**src/rtl/spi_ram_host_pkg.sv**
```systemverilog
// Shared definitions for the SPI RAM host: frame command codes, the sequencer
// state encoding and the helper that picks a frame's command.
package spi_ram_host_pkg;

  localparam logic [1:0] CMD_WR_ADDR = 2'b00;
  localparam logic [1:0] CMD_WR_DATA = 2'b01;
  localparam logic [1:0] CMD_RD_ADDR = 2'b10;
  localparam logic [1:0] CMD_RD_DATA = 2'b11;

  typedef enum logic [2:0] {
    ST_IDLE,
    ST_ADDR_FRAME,
    ST_GAP,
    ST_DATA_FRAME,
    ST_RD_WAIT,
    ST_CAPTURE
  } state_t;

  function automatic logic [1:0] frame_cmd(input logic write, input logic data_frame);
    if (write) return data_frame ? CMD_WR_DATA : CMD_WR_ADDR;
    else       return data_frame ? CMD_RD_DATA : CMD_RD_ADDR;
  endfunction

endpackage

```
**src/rtl/spi_frame_shifter.sv**
```systemverilog
// Serializes one {cmd[1], cmd, payload} frame onto MOSI behind a leading zero
// bit and deserializes the MISO data byte MSB first.
module spi_frame_shifter #(
  parameter int ADDR_SIZE = 8
) (
  input  logic                 clk,
  input  logic                 rst,
  input  logic                 load,
  input  logic [ADDR_SIZE+2:0] word,
  input  logic                 capture,
  input  logic                 miso,
  output logic                 mosi,
  output logic [ADDR_SIZE-1:0] rx_data
);

  localparam int WORD_W = ADDR_SIZE + 3;

  // One extra bit so frame cycle 0 drives 0; zeros refill behind the frame,
  // which keeps MOSI low through the read wait, capture and gaps.
  logic [WORD_W:0] tx;

  assign mosi = tx[WORD_W];

  // NOTE: non-blocking assignments for all registers, so every update in a
  // clock edge sees the values from before that edge.
  always_ff @(posedge clk) begin
    if (rst) begin
      tx      <= '0;
      rx_data <= '0;
    end else begin
      if (load) tx <= {1'b0, word};
      else      tx <= {tx[WORD_W-1:0], 1'b0};
      if (capture) rx_data <= {rx_data[ADDR_SIZE-2:0], miso};
    end
  end

endmodule

```
**src/rtl/spi_ram_host.sv**
```systemverilog
// SPI RAM host: accepts one read/write request at a time, sequences the
// address and data frames (skipping cached addresses) and reports completion.
// IDLE_GAP and ADDR_SIZE must be at least 1 and 2 respectively.
module spi_ram_host
  import spi_ram_host_pkg::*;
#(
  parameter int ADDR_SIZE = 8,
  parameter int IDLE_GAP  = 2,
  parameter int RD_LAT    = 2
) (
  input  logic                 clk,
  input  logic                 rst,
  input  logic                 req_valid,
  output logic                 req_ready,
  input  logic                 req_write,
  input  logic [ADDR_SIZE-1:0] req_addr,
  input  logic [ADDR_SIZE-1:0] req_wdata,
  output logic                 rsp_valid,
  output logic [ADDR_SIZE-1:0] rsp_rdata,
  output logic                 busy,
  output logic                 SS_n,
  output logic                 MOSI,
  input  logic                 MISO
);

  localparam int FRAME_LEN = ADDR_SIZE + 4;
  localparam int WORD_W    = ADDR_SIZE + 3;
  localparam int CNT_W     = $clog2(FRAME_LEN + RD_LAT + ADDR_SIZE + IDLE_GAP + 1);

  state_t               state, state_next;
  logic [CNT_W-1:0]     cnt;
  logic                 last;
  logic                 accept;
  logic                 addr_hit;
  logic                 lat_write, data_phase;
  logic [ADDR_SIZE-1:0] lat_addr, lat_wdata;
  logic                 wr_cache_valid, rd_cache_valid;
  logic [ADDR_SIZE-1:0] wr_cache, rd_cache;
  logic                 cur_write;
  logic [ADDR_SIZE-1:0] cur_addr, cur_wdata, payload;
  logic [1:0]           cmd;
  logic                 load;
  logic [WORD_W-1:0]    word;
  logic [ADDR_SIZE-1:0] rx_data;

  assign accept   = req_valid && req_ready;
  assign addr_hit = req_write ? (wr_cache_valid && wr_cache == req_addr)
                              : (rd_cache_valid && rd_cache == req_addr);

  always_ff @(posedge clk) begin
    if (rst) begin
      state <= ST_IDLE;
      cnt   <= '0;
    end else begin
      state <= state_next;
      cnt   <= (state_next != state || state == ST_IDLE) ? '0 : cnt + CNT_W'(1);
    end
  end

  // NOTE: every output of a combinational block gets a default first, so no
  // path through the case statement can infer a latch.
  always_comb begin
    last = 1'b0;
    unique case (state)
      ST_ADDR_FRAME, ST_DATA_FRAME: last = (cnt == CNT_W'(FRAME_LEN - 1));
      ST_GAP:                       last = (cnt == CNT_W'(IDLE_GAP - 1));
      ST_RD_WAIT:                   last = (cnt == CNT_W'(RD_LAT - 1));
      ST_CAPTURE:                   last = (cnt == CNT_W'(ADDR_SIZE - 1));
      default:                      last = 1'b0;
    endcase
  end

  always_comb begin
    state_next = state;
    unique case (state)
      ST_IDLE:       if (accept) state_next = addr_hit ? ST_DATA_FRAME : ST_ADDR_FRAME;
      ST_ADDR_FRAME: if (last) state_next = ST_GAP;
      ST_GAP:        if (last) state_next = data_phase ? ST_IDLE : ST_DATA_FRAME;
      ST_DATA_FRAME: if (last) state_next = lat_write ? ST_GAP
                                          : (RD_LAT == 0 ? ST_CAPTURE : ST_RD_WAIT);
      ST_RD_WAIT:    if (last) state_next = ST_CAPTURE;
      ST_CAPTURE:    if (last) state_next = ST_GAP;
      default:       state_next = ST_IDLE;
    endcase
  end

  always_comb begin
    req_ready = (state == ST_IDLE);
    busy      = (state != ST_IDLE);
    SS_n      = !(state inside {ST_ADDR_FRAME, ST_DATA_FRAME, ST_RD_WAIT, ST_CAPTURE});
  end

  // The first frame is loaded on the acceptance edge, before the request is latched.
  always_comb begin
    cur_write = (state == ST_IDLE) ? req_write : lat_write;
    cur_addr  = (state == ST_IDLE) ? req_addr  : lat_addr;
    cur_wdata = (state == ST_IDLE) ? req_wdata : lat_wdata;
    cmd       = frame_cmd(cur_write, state_next == ST_DATA_FRAME);
    payload   = (state_next == ST_ADDR_FRAME) ? cur_addr : (cur_write ? cur_wdata : '0);
    word      = {cmd[1], cmd, payload};
    load      = (state_next != state) && (state_next inside {ST_ADDR_FRAME, ST_DATA_FRAME});
  end

  // NOTE: request and cache values are plain data registers left out of reset;
  // they are only ever consumed behind the state machine or a cleared valid flag.
  always_ff @(posedge clk) begin
    if (accept) begin
      lat_write <= req_write;
      lat_addr  <= req_addr;
      lat_wdata <= req_wdata;
    end
    if (state == ST_ADDR_FRAME && last) begin
      if (lat_write) wr_cache <= lat_addr;
      else           rd_cache <= lat_addr;
    end
  end

  always_ff @(posedge clk) begin
    if (rst) begin
      wr_cache_valid <= 1'b0;
      rd_cache_valid <= 1'b0;
      data_phase     <= 1'b0;
      rsp_valid      <= 1'b0;
      rsp_rdata      <= '0;
    end else begin
      rsp_valid <= (state == ST_GAP) && last && data_phase;
      if (accept) data_phase <= 1'b0;
      if (load && state_next == ST_DATA_FRAME) data_phase <= 1'b1;
      if (state == ST_ADDR_FRAME && last) begin
        if (lat_write) wr_cache_valid <= 1'b1;
        else           rd_cache_valid <= 1'b1;
      end
      if (state == ST_GAP && last && data_phase && !lat_write) rsp_rdata <= rx_data;
    end
  end

  spi_frame_shifter #(.ADDR_SIZE(ADDR_SIZE)) u_shifter (
    .clk     (clk),
    .rst     (rst),
    .load    (load),
    .word    (word),
    .capture (state == ST_CAPTURE),
    .miso    (MISO),
    .mosi    (MOSI),
    .rx_data (rx_data)
  );

endmodule

```
**config.mk**
```make
export PLATFORM = sky130hd
export DESIGN_NAME = spi_ram_host
export DESIGN_NICKNAME = d
export VERILOG_FILES = /design/src/rtl/spi_ram_host_pkg.sv /design/src/rtl/spi_frame_shifter.sv /design/src/rtl/spi_ram_host.sv
export SDC_FILE = /design/constraint.sdc
export NUM_CORES = 1
export LEC_CHECK = 0
export CAP_MARGIN = 20
export CORE_MARGIN = 5
export CORE_UTILIZATION = 50
export DETAILED_ROUTE_END_ITERATION = 10
export DONT_BUFFER_PORTS = 1
export PLACE_DENSITY = 0.75
export SETUP_SLACK_MARGIN = 0.1
export SLEW_MARGIN = 15
export SYNTH_ARGS = -nofsm -noshare
export SYNTH_HDL_FRONTEND = slang
export SYNTH_SLANG_ARGS = --single-unit
```
**constraint.sdc**
```tcl
create_clock -name clk -period 4.4 [get_ports clk]
set_input_delay 1.1 -clock clk [delete_from_list [all_inputs] [get_ports clk]]
set_output_delay 1.1 -clock clk [all_outputs]
set_load 0.1 [all_outputs]
```
==> results of run 1 <==
## Yosys cell counts (all sizes together)
cell type	instances	area (um2)
a211o	1	8.76
a21oi	16	80.1
a311o	1	10.0
a311oi	1	15.0
a31o	1	8.76
a31oi	9	56.3
a41oi	1	8.76
and2	2	12.5
and2b	1	7.51
and3	1	6.26
and3b	1	8.76
buf	8	53.8
clkbuf	13	50.0
clkinv	1	3.75
dfxtp	40	801
edfxtp	33	991
ha	1	12.5
inv	4	15.0
mux2	8	90.1
mux2i	9	90.1
nand2	21	86.3
nand2b	6	37.5
nand3	21	105
nand3b	1	7.51
nand4	2	12.5
nand4b	1	8.76
nor2	24	97.6
nor2b	3	18.8
nor3	11	66.3
nor3b	3	27.5
nor4	10	62.6
nor4b	2	23.8
nor4bb	1	10.0
o211ai	1	7.51
o21ai	22	110
o311a	1	21.3
o31a	1	8.76
o32ai	7	61.3
or3	6	42.5
or3b	1	8.76
or4	1	7.51
xnor2	12	105
xor2	8	70.1
## per-stage QoR
step	instances	hold WS (ps)	util [%]	instance area, um2	setup slack, ps
2_1_floorplan	318	412	-	3340	417
3_3_place_gp	380	419	52.7	3390	1530
3_5_place_dp	380	423	52.7	3390	1440
4_1_cts	396	439	55.6	3570	1440
5_1_grt	396	477	55.6	3570	1300
6_report	396	436	55.6	3570	1470
## report_power, final
group	switching (mW)	internal [mW]	total, mW
Clock	0.234	0.262	0.496
Sequential	0.0106	0.725	0.736
Combinational	0.0615	0.0359	0.0973
## state kept, by name, indices dropped and copies added, names as in the netlist, 3 cells and up
name and flops:
wr_cache 8, rd_cache 8, state 3, rsp_rdata 8
u_shifter.rx_data 8, lat_wdata 8, u_shifter.tx 12, cnt 5
lat_addr 8
## worst reg2reg max path, stage by stage (launching register included)
cell	delay, ps
dfxtp_1	760
nor2b_1	210
buf_4	200
o21ai_0	130
nor3_1	280
nor3_1	80
buf_4	170
or3_1	480
o32ai_1	320
## kinds of logic after synthesis
| family | after synthesis | share of synthesized area, % |
|---|---|---|
| simple gates | 119 | 19.7 |
| flops | 73 | 53.7 |
| compound gates | 62 | 11.9 |
| buf+inv | 26 | 3.67 |
| xor+xnor | 20 | 5.25 |
| mux | 17 | 5.40 |
| fa+ha+maj | 1 | 0.375 |
## layout make-up
| class | instances | area (um2) | share of cell area [%] |
|---|---|---|---|
| Clock inverter | 3 | 42.5 | 1.19 |
| Multi-Input combinational cell | 219 | 1440 | 40.2 |
| Timing Repair Buffer | 6 | 45.0 | 1.26 |
| Sequential cell | 73 | 1790 | 50.2 |
| Inverter | 5 | 18.8 | 0.526 |
| Clock buffer | 13 | 139 | 3.89 |
| Tap cell | 77 | 96.3 | 2.70 |
## per-layer routing
metal	up-vias	routed length, um	global-route usage, %
met5	-	0	0
met4	0	104	7.43
met3	10	420	5.81
met2	50	3120	25.9
met1	1105	3140	22.6
li1	1162	-	-
## path summary, 6_finish.rpt
path / start / endpoint
worst min register to register: u_shifter.tx[10]$_SDFF_PP0_ / u_shifter.tx[11]$_SDFF_PP0_
worst max register to register: state[2]$_SDFF_PP0_ / u_shifter.tx[6]$_SDFF_PP0_
worst max-delay path: state[2]$_SDFF_PP0_ / SS_n
worst min-delay path: u_shifter.tx[10]$_SDFF_PP0_ / u_shifter.tx[11]$_SDFF_PP0_
==> results.yml, run 1 <==
outcome:
  status: "finished clean"
finish:
  final_cell_mix: "40 x dfxtp_1, 33 x edfxtp_1, 23 x nor2_1, 21 x o21ai_0, 21 x nand3_1"
  drive_gt1_share_pct: 11.6
  final_common_cell: "dfxtp_1"
  fillers: 555
  layout.nets: 336
  antenna_cells: 0
  syn_to_final_growth_pct: 6.94
routing:
  drt_wl_total_um: 6790
  post-route-drc-count: 0
  drt_pass1_iterations: 4
  vias: 2327
  drt-initial-drc-count: 179
  drtAntennaViolNets: 0
  routedWlPerCell_um: 17.1
  vias_per_cell: 5.88
critical_path:
  crit_type: "flop to primary output"
  regToRegSetupSlack_ps: 1680
  reg2reg_depth: 8
  crit_required_ps: 3300
  crit_path_max_fanout: 18
  crit_chain: "o21ai_2"
  critPathMaxStageDelay_ps: 950
  cp_num_buf_inv: 0
  end_kind: "primary output"
  critPathTopFamily: "compound AO/OA/AOI/OAI gates"
  path_depth: 1
  worstPathArrival_ps: 1830
  crit_path_start_kind: "flop"
  cpMaxStageDelayCell: "o21ai_2"
place:
  port_buffers: 0
  dp_hpwl_um: 4720
  place_congestion: 0.868
clock_network:
  clock_latency_ps: 350
  clk_pin_slew_ps: 70
  cts.path.max_buffers: 2
  postCtsHoldBufs: 0
  root_buffer: "clkbuf_8"
  postCtsSetupBuffers: 0
  cts_buffers: 9
  post_cts_resize_count: 0
  cts_sinks: 73
  cts_tree: "built"
  htreeDepth: 3
die:
  ioPinCount: 34
  dieHeight_um: 91.7
  start_util_pct: 52.0
  rows: 29
  die_w_um: 91.7
  core_area_um2: 6420
  die_area_um2: 8410
synth:
  syn_area_per_cell_um2: 10.5
  syn_inst: 318
  synth.distinct_cells: 53
  ys_seq_area_share_pct: 53.7
  synth.cell_area_um2: 3340
  synth_seq_cells: 73
  ys_warn_count: 0
  synth_fp_nets: 340
timing:
  rsz0062_at_grt: "no"
  finClkSkew_ps: 12.3
  fmax_ghz: 0.342
  worst_slew_pin_slew_ps: 1100
  setup_violations: 0
  hold_viol_final: 0
  slew_violations: 0
  min_period_ps: 2930
  setup_tns_ps: 0
  final.period_utilization_pct: 66.5
  max-slew-margin-rel_pct: 26.5
power:
  leakage_nw: 1.14
  total_power_mw: 1.33
  irDropWorstVdd_v: 0.000170
  power.density_nw_per_um2: 372
global_routing:
  grt_first_pass_wirelength_um: 11500
  grt_usage_pct: 17.2
  grt_pass1_vias: 2356
  antenna_found_initial: 0
  grt_overflow: 0
  grt_max_degree: 36
min_path:
  min_path_type: "flop to flop"
  min_path_cells: 2
run:
  drv_cap: 0
(Power assumes the default switching activity.)
==> inputs of run 2 (changes only) <==
- clock period: 4.4 -> 3 ns (I/O delays scaled with it)
==> run 2 against run 1 <==
Effect of this change: die area unchanged; core utilization grew 0.72 points; hold slack gained 16 ps; total power is 47% higher; combinational power rose by 58%; setup slack got worse by 1000 ps; count of clock-buffer cells in the layout decreased by 4; sequential power rose by 47%; non-clock buffer count rose by 4; global-route usage up 0.25 points.
==> results.yml, run 2 (synthesis gave the netlist of run 1 again) <==
die:
  rows: 29
  start_util_pct: 52.0
  die_w_um: 91.7
  dieHeight_um: 91.7
  ioPinCount: 34
  core_area_um2: 6420
  die_area_um2: 8410
finish:
  drive_gt1_share_pct: 13.0
  antenna_cells: 0
  syn_to_final_growth_pct: 8.32
  layout.nets: 340
  regMostFlops: "u_shifter.tx"
  fin_cells: 400
  largest_register_ffs: 12
  final_common_cell: "dfxtp_1"
  final_cell_mix: "40 x dfxtp_1, 33 x edfxtp_1, 23 x nor2_1, 21 x o21ai_0, 21 x nand3_1"
place:
  place_inst: 384
  place_congestion: 0.868
  port_buffers: 0
  dp_hpwl_um: 4820
clock_network:
  postCtsHoldBufs: 0
  cts_tree: "built"
  post_cts_resize_count: 0
  cts_sinks: 73
  cts.path.max_buffers: 2
  clk_pin_slew_ps: 70
  root_buffer: "clkbuf_8"
  clock_latency_ps: 340
  cts_buffers: 9
  htreeDepth: 3
  postCtsSetupBuffers: 0
critical_path:
  worstPathArrival_ps: 2810
  crit_path_start_kind: "flop"
  crit_path_max_fanout: 19
  crit_required_ps: 3250
  crit_type: "flop to flop"
  end_kind: "flop"
outcome:
  status: "finished clean"
timing:
  finClkSkew_ps: 7.84
  slew_violations: 0
  rsz0062_at_grt: "no"
  final.period_utilization_pct: 85.4
  max-slew-margin-rel_pct: 34.5
  min_period_ps: 2560
  hold_viol_final: 0
  setup_tns_ps: 0
  setup_violations: 0
  fmax_ghz: 0.390
  worst_slew_pin_slew_ps: 981
routing:
  drt_wl_total_um: 6990
  drt_pass1_iterations: 4
  routedWlPerCell_um: 17.5
  drt-initial-drc-count: 222
  post-route-drc-count: 0
  drtAntennaViolNets: 0
  vias: 2396
  vias_per_cell: 5.99
power:
  leakage_nw: 1.16
  power.density_nw_per_um2: 541
  total_power_mw: 1.96
  irDropWorstVdd_v: 0.000300
global_routing:
  grt_max_degree: 36
  grt_pass1_vias: 2307
  grt_overflow: 0
  met3_usage_pct: 5.56
  grt_util_met1_pct: 22.5
  antenna_found_initial: 0
  busiest_layer: "met2"
  grt_first_pass_wirelength_um: 11600
  grt_usage_pct: 17.4
  use_met2_pct: 26.4
run:
  drv_cap: 0
min_path:
  min_path_type: "flop to flop"
run 2: cell types whose count changed in the layout (fill, tap and decap cells not counted):
cell	previous run	this run
clkbuf_1	4	0
buf_4	6	9
clkinv_1	1	4
buf_12	0	1
clkinvlp_4	1	2
run 2: layer usage:
metal / vias to the layer above / part of all wire, %
met5: - / 0
met4: 0 / 1.9
met3: 9 / 9.5
met2: 85 / 45
met1: 1131 / 44
li1: 1171 / -
run 2: worst max-delay path, stage by stage, from the launching register on:
cell and delay (ps):
dfxtp_1 780, xnor2_1 190, o311a_4 400, nor3_4 160
nand2_4 150, or3_1 470, o32ai_1 320
run 2: through the flow:
stage / worst slack, ps / instance area (um2) / utilization, % / hold WS (ps)
3_5_place_dp: 467 / 3430 / 53.4 / 441
3_3_place_gp: 511 / 3430 / 53.4 / 432
6_report: 437 / 3610 / 56.3 / 452
4_1_cts: 450 / 3610 / 56.3 / 445
5_1_grt: 281 / 3610 / 56.3 / 444
2_1_floorplan: 106 / 3350 / - / 412
run 2: where the power goes:
group | total, mW | internal (mW) | switching, mW
Combinational | 0.154 | 0.0594 | 0.0947
Clock | 0.726 | 0.374 | 0.352
Sequential | 1.08 | 1.06 | 0.0129
Total | 1.96 | 1.50 | 0.460
run 2: area by class of cell:
| type | instances | area, um2 |
|---|---|---|
| Clock buffer | 9 | 124 |
| Multi-Input combinational cell | 219 | 1440 |
| Fill cell | 539 | 2810 |
| Timing Repair Buffer | 10 | 87.6 |
| Tap cell | 77 | 96.3 |
| Inverter | 5 | 18.8 |
| Clock inverter | 7 | 61.3 |
| Sequential cell | 73 | 1790 |
run 2: final timing paths:
path	startpoint	to	slack [ps]	cells past startpoint
min reg2reg	u_shifter.tx[9]$_SDFF_PP0_	u_shifter.tx[10]$_SDFF_PP0_	450	2
max reg2reg	state[2]$_SDFF_PP0_	u_shifter.tx[6]$_SDFF_PP0_	440	6
max	state[2]$_SDFF_PP0_	u_shifter.tx[6]$_SDFF_PP0_	440	6
min	u_shifter.tx[9]$_SDFF_PP0_	u_shifter.tx[10]$_SDFF_PP0_	450	2
